===== config.mk =====
export PLATFORM = sky130hd
export DESIGN_NAME = json_fb_parser_flat
export DESIGN_NICKNAME = d
export VERILOG_FILES = /design/src/rtl/json_fb_parser_if.sv /design/src/rtl/json_fb_parser.sv /design/src/flat_wrapper.sv
export SDC_FILE = /design/constraint.sdc
export NUM_CORES = 1
export LEC_CHECK = 0
export ABC_AREA = 1
export CAP_MARGIN = 20
export CORE_MARGIN = 10
export CORE_UTILIZATION = 60
export CTS_CLUSTER_DIAMETER = 40
export DETAILED_ROUTE_END_ITERATION = 10
export MAX_ROUTING_LAYER = met4
export PLACE_DENSITY_LB_ADDON = 0.15
export SLEW_MARGIN = 15
export SYNTH_ARGS = -nofsm -noshare
export SYNTH_HDL_FRONTEND = slang
export SYNTH_SLANG_ARGS = --single-unit
export TNS_END_PERCENT = 20

===== constraint.sdc =====
create_clock -name clk -period 8.7 [get_ports clk]
set_input_delay 1.74 -clock clk [delete_from_list [all_inputs] [get_ports clk]]
set_output_delay 1.74 -clock clk [all_outputs]
set_load 0.02 [all_outputs]

===== src/rtl/json_fb_parser_if.sv =====
// Byte stream in, committed telemetry frame out.
// Master feeds bytes; slave is the parser.
interface json_fb_parser_if;
    logic        rx_valid;
    logic [7:0]  rx_data;
    logic [15:0] cmd_t;
    logic [15:0] left_cs;
    logic [15:0] right_cs;
    logic        frame_valid;
    logic        parse_err;

    modport master (
        output rx_valid, rx_data,
        input  cmd_t, left_cs, right_cs, frame_valid, parse_err
    );

    modport slave (
        input  rx_valid, rx_data,
        output cmd_t, left_cs, right_cs, frame_valid, parse_err
    );
endinterface


===== src/rtl/json_fb_parser.sv =====
// Parses {"T":u,"L":n,"R":n}\n feedback frames from the chassis.
// Values commit only on the terminating newline.
module json_fb_parser #(
    parameter int TIMEOUT_CYCLES = 1_000_000,
    parameter int T_MAX_DIGITS   = 4
) (
    input logic           clk,
    input logic           rst_n,
    json_fb_parser_if.slave bus
);
    localparam int TW = $clog2(TIMEOUT_CYCLES + 1);

    localparam logic [7:0] C_LBR = 8'h7B;
    localparam logic [7:0] C_RBR = 8'h7D;
    localparam logic [7:0] C_QT  = 8'h22;
    localparam logic [7:0] C_COL = 8'h3A;
    localparam logic [7:0] C_CMA = 8'h2C;
    localparam logic [7:0] C_MIN = 8'h2D;
    localparam logic [7:0] C_DOT = 8'h2E;
    localparam logic [7:0] C_CR  = 8'h0D;
    localparam logic [7:0] C_NL  = 8'h0A;

    typedef enum logic [3:0] {
        IDLE, KEY_Q1, KEY_CH, KEY_Q2, COLON, VAL_START,
        VAL_SIGN, VAL_INT, VAL_DOT, VAL_FRAC, EOL, RESYNC
    } state_t;

    state_t        state_q, state_d;
    logic [1:0]    key_idx_q, key_idx_d;
    logic          neg_q, neg_d;
    logic [15:0]   int_acc_q, int_acc_d;
    logic [3:0]    int_cnt_q, int_cnt_d;
    logic [6:0]    frac_acc_q, frac_acc_d;
    logic [1:0]    frac_cnt_q, frac_cnt_d;
    logic [15:0]   t_tmp_q, t_tmp_d;
    logic [15:0]   l_tmp_q, l_tmp_d;
    logic [15:0]   r_tmp_q, r_tmp_d;
    logic [TW-1:0] tmo_q, tmo_d;
    logic [15:0]   cmd_t_q, cmd_t_d;
    logic [15:0]   left_q, left_d;
    logic [15:0]   right_q, right_d;
    logic          fv_q, fv_d;
    logic          pe_q, pe_d;

    logic          is_dig, err, store, in_frame;
    logic          sep_ok, close_ok;
    logic [3:0]    dig, int_lim;
    logic [7:0]    key_ch;
    logic [15:0]   int_next, frac_term, mag, sval;

    // Byte classification and value arithmetic
    always_comb begin
        dig       = bus.rx_data[3:0];
        is_dig    = (bus.rx_data >= 8'h30) && (bus.rx_data <= 8'h39);
        int_lim   = (key_idx_q == 2'd0) ? 4'(T_MAX_DIGITS) : 4'd2;
        key_ch    = (key_idx_q == 2'd0) ? 8'h54 :
                    (key_idx_q == 2'd1) ? 8'h4C : 8'h52;
        in_frame  = (state_q != IDLE) && (state_q != RESYNC);
        sep_ok    = (bus.rx_data == C_CMA) && (key_idx_q != 2'd2);
        close_ok  = (bus.rx_data == C_RBR) && (key_idx_q == 2'd2);
        int_next  = int_acc_q * 16'd10 + {12'd0, dig};
        frac_term = (frac_cnt_q == 2'd1) ? {9'd0, frac_acc_q} * 16'd10
                                         : {9'd0, frac_acc_q};
        mag       = int_acc_q * 16'd100 + frac_term;
        sval      = neg_q ? 16'd0 - mag : mag;
    end

    // Next-state, accumulator and output computation
    always_comb begin
        state_d    = state_q;
        key_idx_d  = key_idx_q;
        neg_d      = neg_q;
        int_acc_d  = int_acc_q;
        int_cnt_d  = int_cnt_q;
        frac_acc_d = frac_acc_q;
        frac_cnt_d = frac_cnt_q;
        t_tmp_d    = t_tmp_q;
        l_tmp_d    = l_tmp_q;
        r_tmp_d    = r_tmp_q;
        tmo_d      = tmo_q;
        cmd_t_d    = cmd_t_q;
        left_d     = left_q;
        right_d    = right_q;
        fv_d       = 1'b0;
        pe_d       = 1'b0;
        err        = 1'b0;
        store      = 1'b0;
        if (bus.rx_valid) begin
            tmo_d = '0;
            if (in_frame && bus.rx_data == C_LBR) begin
                pe_d      = 1'b1;
                state_d   = KEY_Q1;
                key_idx_d = 2'd0;
            end else if (in_frame && state_q != EOL && bus.rx_data == C_NL) begin
                pe_d    = 1'b1;
                state_d = IDLE;
            end else begin
                unique case (state_q)
                    IDLE: if (bus.rx_data == C_LBR) begin
                        state_d   = KEY_Q1;
                        key_idx_d = 2'd0;
                    end
                    KEY_Q1: if (bus.rx_data == C_QT) state_d = KEY_CH;
                            else err = 1'b1;
                    KEY_CH: if (bus.rx_data == key_ch) state_d = KEY_Q2;
                            else err = 1'b1;
                    KEY_Q2: if (bus.rx_data == C_QT) state_d = COLON;
                            else err = 1'b1;
                    COLON: if (bus.rx_data == C_COL) begin
                        state_d    = VAL_START;
                        neg_d      = 1'b0;
                        int_acc_d  = '0;
                        int_cnt_d  = '0;
                        frac_acc_d = '0;
                        frac_cnt_d = '0;
                    end else err = 1'b1;
                    VAL_START, VAL_SIGN: if (is_dig) begin
                        int_acc_d = {12'd0, dig};
                        int_cnt_d = 4'd1;
                        state_d   = VAL_INT;
                    end else if (state_q == VAL_START && bus.rx_data == C_MIN
                                 && key_idx_q != 2'd0) begin
                        neg_d   = 1'b1;
                        state_d = VAL_SIGN;
                    end else err = 1'b1;
                    VAL_INT: if (is_dig) begin
                        if (int_cnt_q < int_lim) begin
                            int_acc_d = int_next;
                            int_cnt_d = int_cnt_q + 4'd1;
                        end else err = 1'b1;
                    end else if (bus.rx_data == C_DOT && key_idx_q != 2'd0) begin
                        state_d = VAL_DOT;
                    end else if (sep_ok || close_ok) begin
                        store = 1'b1;
                    end else err = 1'b1;
                    VAL_DOT: if (is_dig) begin
                        frac_acc_d = {3'd0, dig};
                        frac_cnt_d = 2'd1;
                        state_d    = VAL_FRAC;
                    end else err = 1'b1;
                    VAL_FRAC: if (is_dig) begin
                        if (frac_cnt_q < 2'd2) begin
                            frac_acc_d = frac_acc_q * 7'd10 + {3'd0, dig};
                            frac_cnt_d = frac_cnt_q + 2'd1;
                        end else err = 1'b1;
                    end else if (sep_ok || close_ok) begin
                        store = 1'b1;
                    end else err = 1'b1;
                    EOL: if (bus.rx_data == C_NL) begin
                        cmd_t_d = t_tmp_q;
                        left_d  = l_tmp_q;
                        right_d = r_tmp_q;
                        fv_d    = 1'b1;
                        state_d = IDLE;
                    end else if (bus.rx_data != C_CR) err = 1'b1;
                    RESYNC: if (bus.rx_data == C_NL) state_d = IDLE;
                    default: state_d = IDLE;
                endcase
            end
            if (store) begin
                unique case (key_idx_q)
                    2'd0:    t_tmp_d = int_acc_q;
                    2'd1:    l_tmp_d = sval;
                    default: r_tmp_d = sval;
                endcase
                if (close_ok) begin
                    state_d = EOL;
                end else begin
                    key_idx_d = key_idx_q + 2'd1;
                    state_d   = KEY_Q1;
                end
            end
            if (err) begin
                pe_d    = 1'b1;
                state_d = RESYNC;
            end
        end else if (state_q == IDLE) begin
            tmo_d = '0;
        end else if (tmo_q == TW'(TIMEOUT_CYCLES - 1)) begin
            tmo_d   = '0;
            state_d = IDLE;
            pe_d    = (state_q != RESYNC);
        end else begin
            tmo_d = tmo_q + 1'b1;
        end
    end

    // State register with synchronous active-low reset
    always_ff @(posedge clk) begin
        if (!rst_n) begin
            state_q    <= IDLE;
            key_idx_q  <= '0;
            neg_q      <= 1'b0;
            int_acc_q  <= '0;
            int_cnt_q  <= '0;
            frac_acc_q <= '0;
            frac_cnt_q <= '0;
            t_tmp_q    <= '0;
            l_tmp_q    <= '0;
            r_tmp_q    <= '0;
            tmo_q      <= '0;
            cmd_t_q    <= '0;
            left_q     <= '0;
            right_q    <= '0;
            fv_q       <= 1'b0;
            pe_q       <= 1'b0;
        end else begin
            state_q    <= state_d;
            key_idx_q  <= key_idx_d;
            neg_q      <= neg_d;
            int_acc_q  <= int_acc_d;
            int_cnt_q  <= int_cnt_d;
            frac_acc_q <= frac_acc_d;
            frac_cnt_q <= frac_cnt_d;
            t_tmp_q    <= t_tmp_d;
            l_tmp_q    <= l_tmp_d;
            r_tmp_q    <= r_tmp_d;
            tmo_q      <= tmo_d;
            cmd_t_q    <= cmd_t_d;
            left_q     <= left_d;
            right_q    <= right_d;
            fv_q       <= fv_d;
            pe_q       <= pe_d;
        end
    end

    assign bus.cmd_t       = cmd_t_q;
    assign bus.left_cs     = left_q;
    assign bus.right_cs    = right_q;
    assign bus.frame_valid = fv_q;
    assign bus.parse_err   = pe_q;
endmodule


===== src/flat_wrapper.sv =====
// flat-port wrapper written by rule: the top's interface ports become plain ports
module json_fb_parser_flat 
#(
    parameter int TIMEOUT_CYCLES = 1_000_000,
    parameter int T_MAX_DIGITS   = 4
)
  (clk, rst_n, bus_rx_valid, bus_rx_data, bus_cmd_t, bus_left_cs, bus_right_cs, bus_frame_valid, bus_parse_err);
  json_fb_parser_if bus_i ();
  input logic clk;
  input logic rst_n;
  input wire logic [$bits(bus_i.rx_valid)-1:0] bus_rx_valid;
  input wire logic [$bits(bus_i.rx_data)-1:0] bus_rx_data;
  output wire logic [$bits(bus_i.cmd_t)-1:0] bus_cmd_t;
  output wire logic [$bits(bus_i.left_cs)-1:0] bus_left_cs;
  output wire logic [$bits(bus_i.right_cs)-1:0] bus_right_cs;
  output wire logic [$bits(bus_i.frame_valid)-1:0] bus_frame_valid;
  output wire logic [$bits(bus_i.parse_err)-1:0] bus_parse_err;
  assign bus_i.rx_valid = bus_rx_valid;
  assign bus_i.rx_data = bus_rx_data;
  assign bus_cmd_t = bus_i.cmd_t;
  assign bus_left_cs = bus_i.left_cs;
  assign bus_right_cs = bus_i.right_cs;
  assign bus_frame_valid = bus_i.frame_valid;
  assign bus_parse_err = bus_i.parse_err;
  json_fb_parser #(.TIMEOUT_CYCLES(TIMEOUT_CYCLES), .T_MAX_DIGITS(T_MAX_DIGITS)) u_core (.clk(clk), .rst_n(rst_n), .bus(bus_i));
endmodule

==> flow_summary_export.csv <==
group,metric,value,unit
synthesis,syn_inst,1477,
global_route,track_usage,22.8,%
cells_and_area,fillCellCount,1498,
cells_and_area,fin_util,69.4,%
status,status,"finished, final reports clean",
placed_design,gp_congestion,0.951,
power_and_ir_drop,p_per_area,175,nW/um^2
sta,tns,0,ps
global_route,antenna_found_initial,0,
floorplanning,die_x,150,microns
sta,tightest_slew,1050,ps
synthesis,synth_edf_count,0,
sta,slew_headroom,29.6,%
route,drtPass1Iterations,5,
placed_design,pre_cts_slack,3890,ps
clock_tree,cts_buffer_depth,2,
power_and_ir_drop,power,2.01,mW
synthesis,ys_seq_area_share,30.4,%
cells_and_area,finalNetCount,1628,
synthesis,synth_fp_nets,1587,
placed_design,io_buffers,60,
synthesis,synth_cell_type_count,49,
route,drc,0,
clock_tree,cts_buffers,17,
sta,skew,8.69,ps
sta,hold_viol_final,0,
global_route,grt-ovfl-total,0,
global_route,grt_pass1_wl,41400,microns
sta,fin_ws,4250,ps
worst_setup_path,start_kind,"flip-flop",
sta,rsz0062_at_grt,"false",
sta,fmax,0.225,GHz
route,vias_per_cell,5.44,
clock_tree,htree_levels,4,
floorplanning,start_util,61.2,%
clock_tree,cts-hold-fix-buffers,0,
worst_setup_path,cp-end-kind,"flip-flop",
power_and_ir_drop,irDropWorstVdd,0.149,mV
global_route,grt_max_degree,83,
sta,min_period,4450,ps
synthesis,synthArstFlopShare,0,%
clock_tree,path_clk_slew,70,ps
power_and_ir_drop,p_leak,5.55,nW
floorplanning,rows,47,
sta,setup_violations,0,
placed_design,dp_hpwl,18300,microns
synthesis,synth_warnings,0,
route,routedWlPerCell,14.2,microns
cells_and_area,drive_gt1_share,4.77,%
route,wirelength,24800,microns
job,cap_violations,0,
floorplanning,ioPinCount,61,
synthesis,ys_seq_elements,154,
floorplanning,die-area,22500,sq um
cells_and_area,regArea,3080,sq um
floorplanning,core,16600,sq um
min_path,hold_class,"flip-flop to flip-flop",
clock_tree,cts_tree,"built",
global_route,first_global_vias,8775,
sta,slew_violations,0,
worst_setup_path,crit_type,"flip-flop to flip-flop",
clock_tree,cts_sinks,154,
clock_tree,ctsResizeCount,0,
route,num_vias,9534,
cells_and_area,multi_input_area,5960,sq um
synthesis,syn-cell-area,10100,sq um
cells_and_area,synthToLayoutAreaGrowth,13.4,%
cells_and_area,n_antenna_cell,0,
floorplanning,die_y,150,microns
worst_setup_path,cp.arrival,4730,ps
worst_setup_path,cp.required,8980,ps
clock_tree,root_buffer,"clkbuf_16",
route,drt_iter0_markers,733,
sta,finalCritPeriodShare,51.1,%
synthesis,synth_flop_cell,"dfxtp_1",
synthesis,syn_area_per_cell,6.87,sq um
clock_tree,clock_latency,430,ps
clock_tree,cts_setup_buffers,0,
worst_setup_path,cp_max_fo,7,
route,ant_nets,0,
layout make-up:
| class | instances | area share [%] |
|---|---|---|
| Clock buffer | 18 | 3.73 |
| Clock inverter | 14 | 1.96 |
| Inverter | 241 | 7.88 |
| Multi-Input combinational cell | 1042 | 51.8 |
| Sequential cell | 154 | 26.8 |
| Tap cell | 220 | 2.39 |
| Timing Repair Buffer | 62 | 5.42 |
worst paths after layout:
kind                                     startpoint            endpoint  slack, ps  cells after the start
worst max-delay path            u_core.int_acc_q[3]  u_core.r_tmp_q[13]       4250                     23
worst min-delay path                u_core.tmo_q[0]     u_core.tmo_q[0]        450                      1
worst max register to register  u_core.int_acc_q[3]  u_core.r_tmp_q[13]       4250                     23
worst min register to register      u_core.tmo_q[0]     u_core.tmo_q[0]        450                      1
layout by cell type, fill, tap and decap left out, types with 3 or more instances in the layout:
master	instances
nand3_2	3
inv_2	10
dfxtp_1	154
nor3_1	18
nand3_1	77
a31oi_1	7
nor4_1	8
inv_6	4
or2_2	3
clkbuf_16	17
a211oi_2	3
fa_1	13
nor3b_1	3
clkdlybuf4s50_1	59
o21ai_1	19
bufinv_16	4
ha_1	86
inv_8	4
nor3_4	3
xnor2_1	14
inv_1	229
o21ai_0	97
nor2_2	4
xor2_1	23
nand3b_1	15
nand2_2	5
nor2_1	166
nor2_4	3
nand4_1	28
a211oi_1	20
nand2_1	282
a21oi_1	120
power breakdown:
part / internal, mW / switching, mW
Clock: 0.495 / 0.326
Sequential: 0.724 / 0.0289
Combinational: 0.142 / 0.297
per-layer routing:
metal,vias to the layer above,share of wire [%],track usage (%)
met4,0,1.1,5.64
met5,-,0,-
met3,25,5.4,3.47
li1,4908,-,-
met2,239,47,37.2
met1,4362,46,29.1
stage by stage:
stage | cell area (sq um) | instances | hold slack [ps]
floorplan | 10100 | 1477 | 413
global placement | 10800 | 1718 | 421
detailed placement | 10800 | 1718 | 430
CTS | 11500 | 1750 | 443
global route | 11500 | 1751 | 482
finish | 11500 | 1751 | 446
cell usage after synthesis (3+ instances only):
master | n | share of area [%]
nor3_1 | 18 | 0.89
a211oi_2 | 3 | 0.37
ha_1 | 86 | 11
nor2_2 | 4 | 0.25
xor2_1 | 23 | 2.0
a211oi_1 | 20 | 1.5
nand3_1 | 77 | 3.8
nor2_1 | 166 | 6.1
nor3b_1 | 3 | 0.22
a21oi_1 | 120 | 5.9
nor2_4 | 3 | 0.33
fa_1 | 13 | 2.6
o21ai_1 | 19 | 0.94
dfxtp_1 | 154 | 30
or2_2 | 3 | 0.18
o21ai_0 | 97 | 4.8
inv_2 | 9 | 0.33
inv_1 | 230 | 8.5
xnor2_1 | 14 | 1.2
nand2_1 | 282 | 10
clkbuf_1 | 23 | 0.85
nand4_1 | 28 | 1.7
buf_4 | 4 | 0.30
nand3b_1 | 15 | 1.1
nor4_1 | 8 | 0.49
nand2_2 | 5 | 0.31
nand3_2 | 3 | 0.30
nor3_4 | 3 | 0.48
buf_2 | 11 | 0.54
a31oi_1 | 7 | 0.43
cells by family after synthesis:
logic type                 count (synthesis)  synth area share, %
DFF                                      154                 30.4
buffers and inverters                    281                 10.9
xor gates and xnor gates                  37                 3.19
adders and majority gates                 99                 13.2
AOI/OAI and AO/OA                        284                 15.4
and+or+nand+nor                          622                 27.0
sequential cells by signal, summed over array words and instances (netlist names):
name and flops:
u_core.bus.parse_err 1, u_core.frac_acc_q 7, u_core.bus.frame_valid 1, u_core.key_idx_q 2, u_core.frac_cnt_q 2, u_core.tmo_q 20
u_core.t_tmp_q 16, u_core.l_tmp_q 16, u_core.state_q 4, u_core.r_tmp_q 16, u_core.bus.left_cs 16, u_core.bus.right_cs 16
u_core.bus.cmd_t 16, u_core.neg_q 1, u_core.int_acc_q 16, u_core.int_cnt_q 4
worst max-delay path, cell delays in order (launching register included):
cell and delay (ps):
dfxtp_1 600, ha_1 320, ha_1 270, inv_1 50
fa_1 500, inv_1 40, ha_1 340, nand2_1 90
nand2_1 70, inv_1 50, nand2_1 70, xor2_1 150
ha_1 350, nand2_1 110, inv_1 40, a21oi_1 130
nand3_1 180, inv_1 100, nand2_1 50, nand2_1 140
nand3_1 140, o21ai_1 220, xnor2_1 180, a21oi_1 110
No activity file was read; power rests on OpenSTA's default activity.
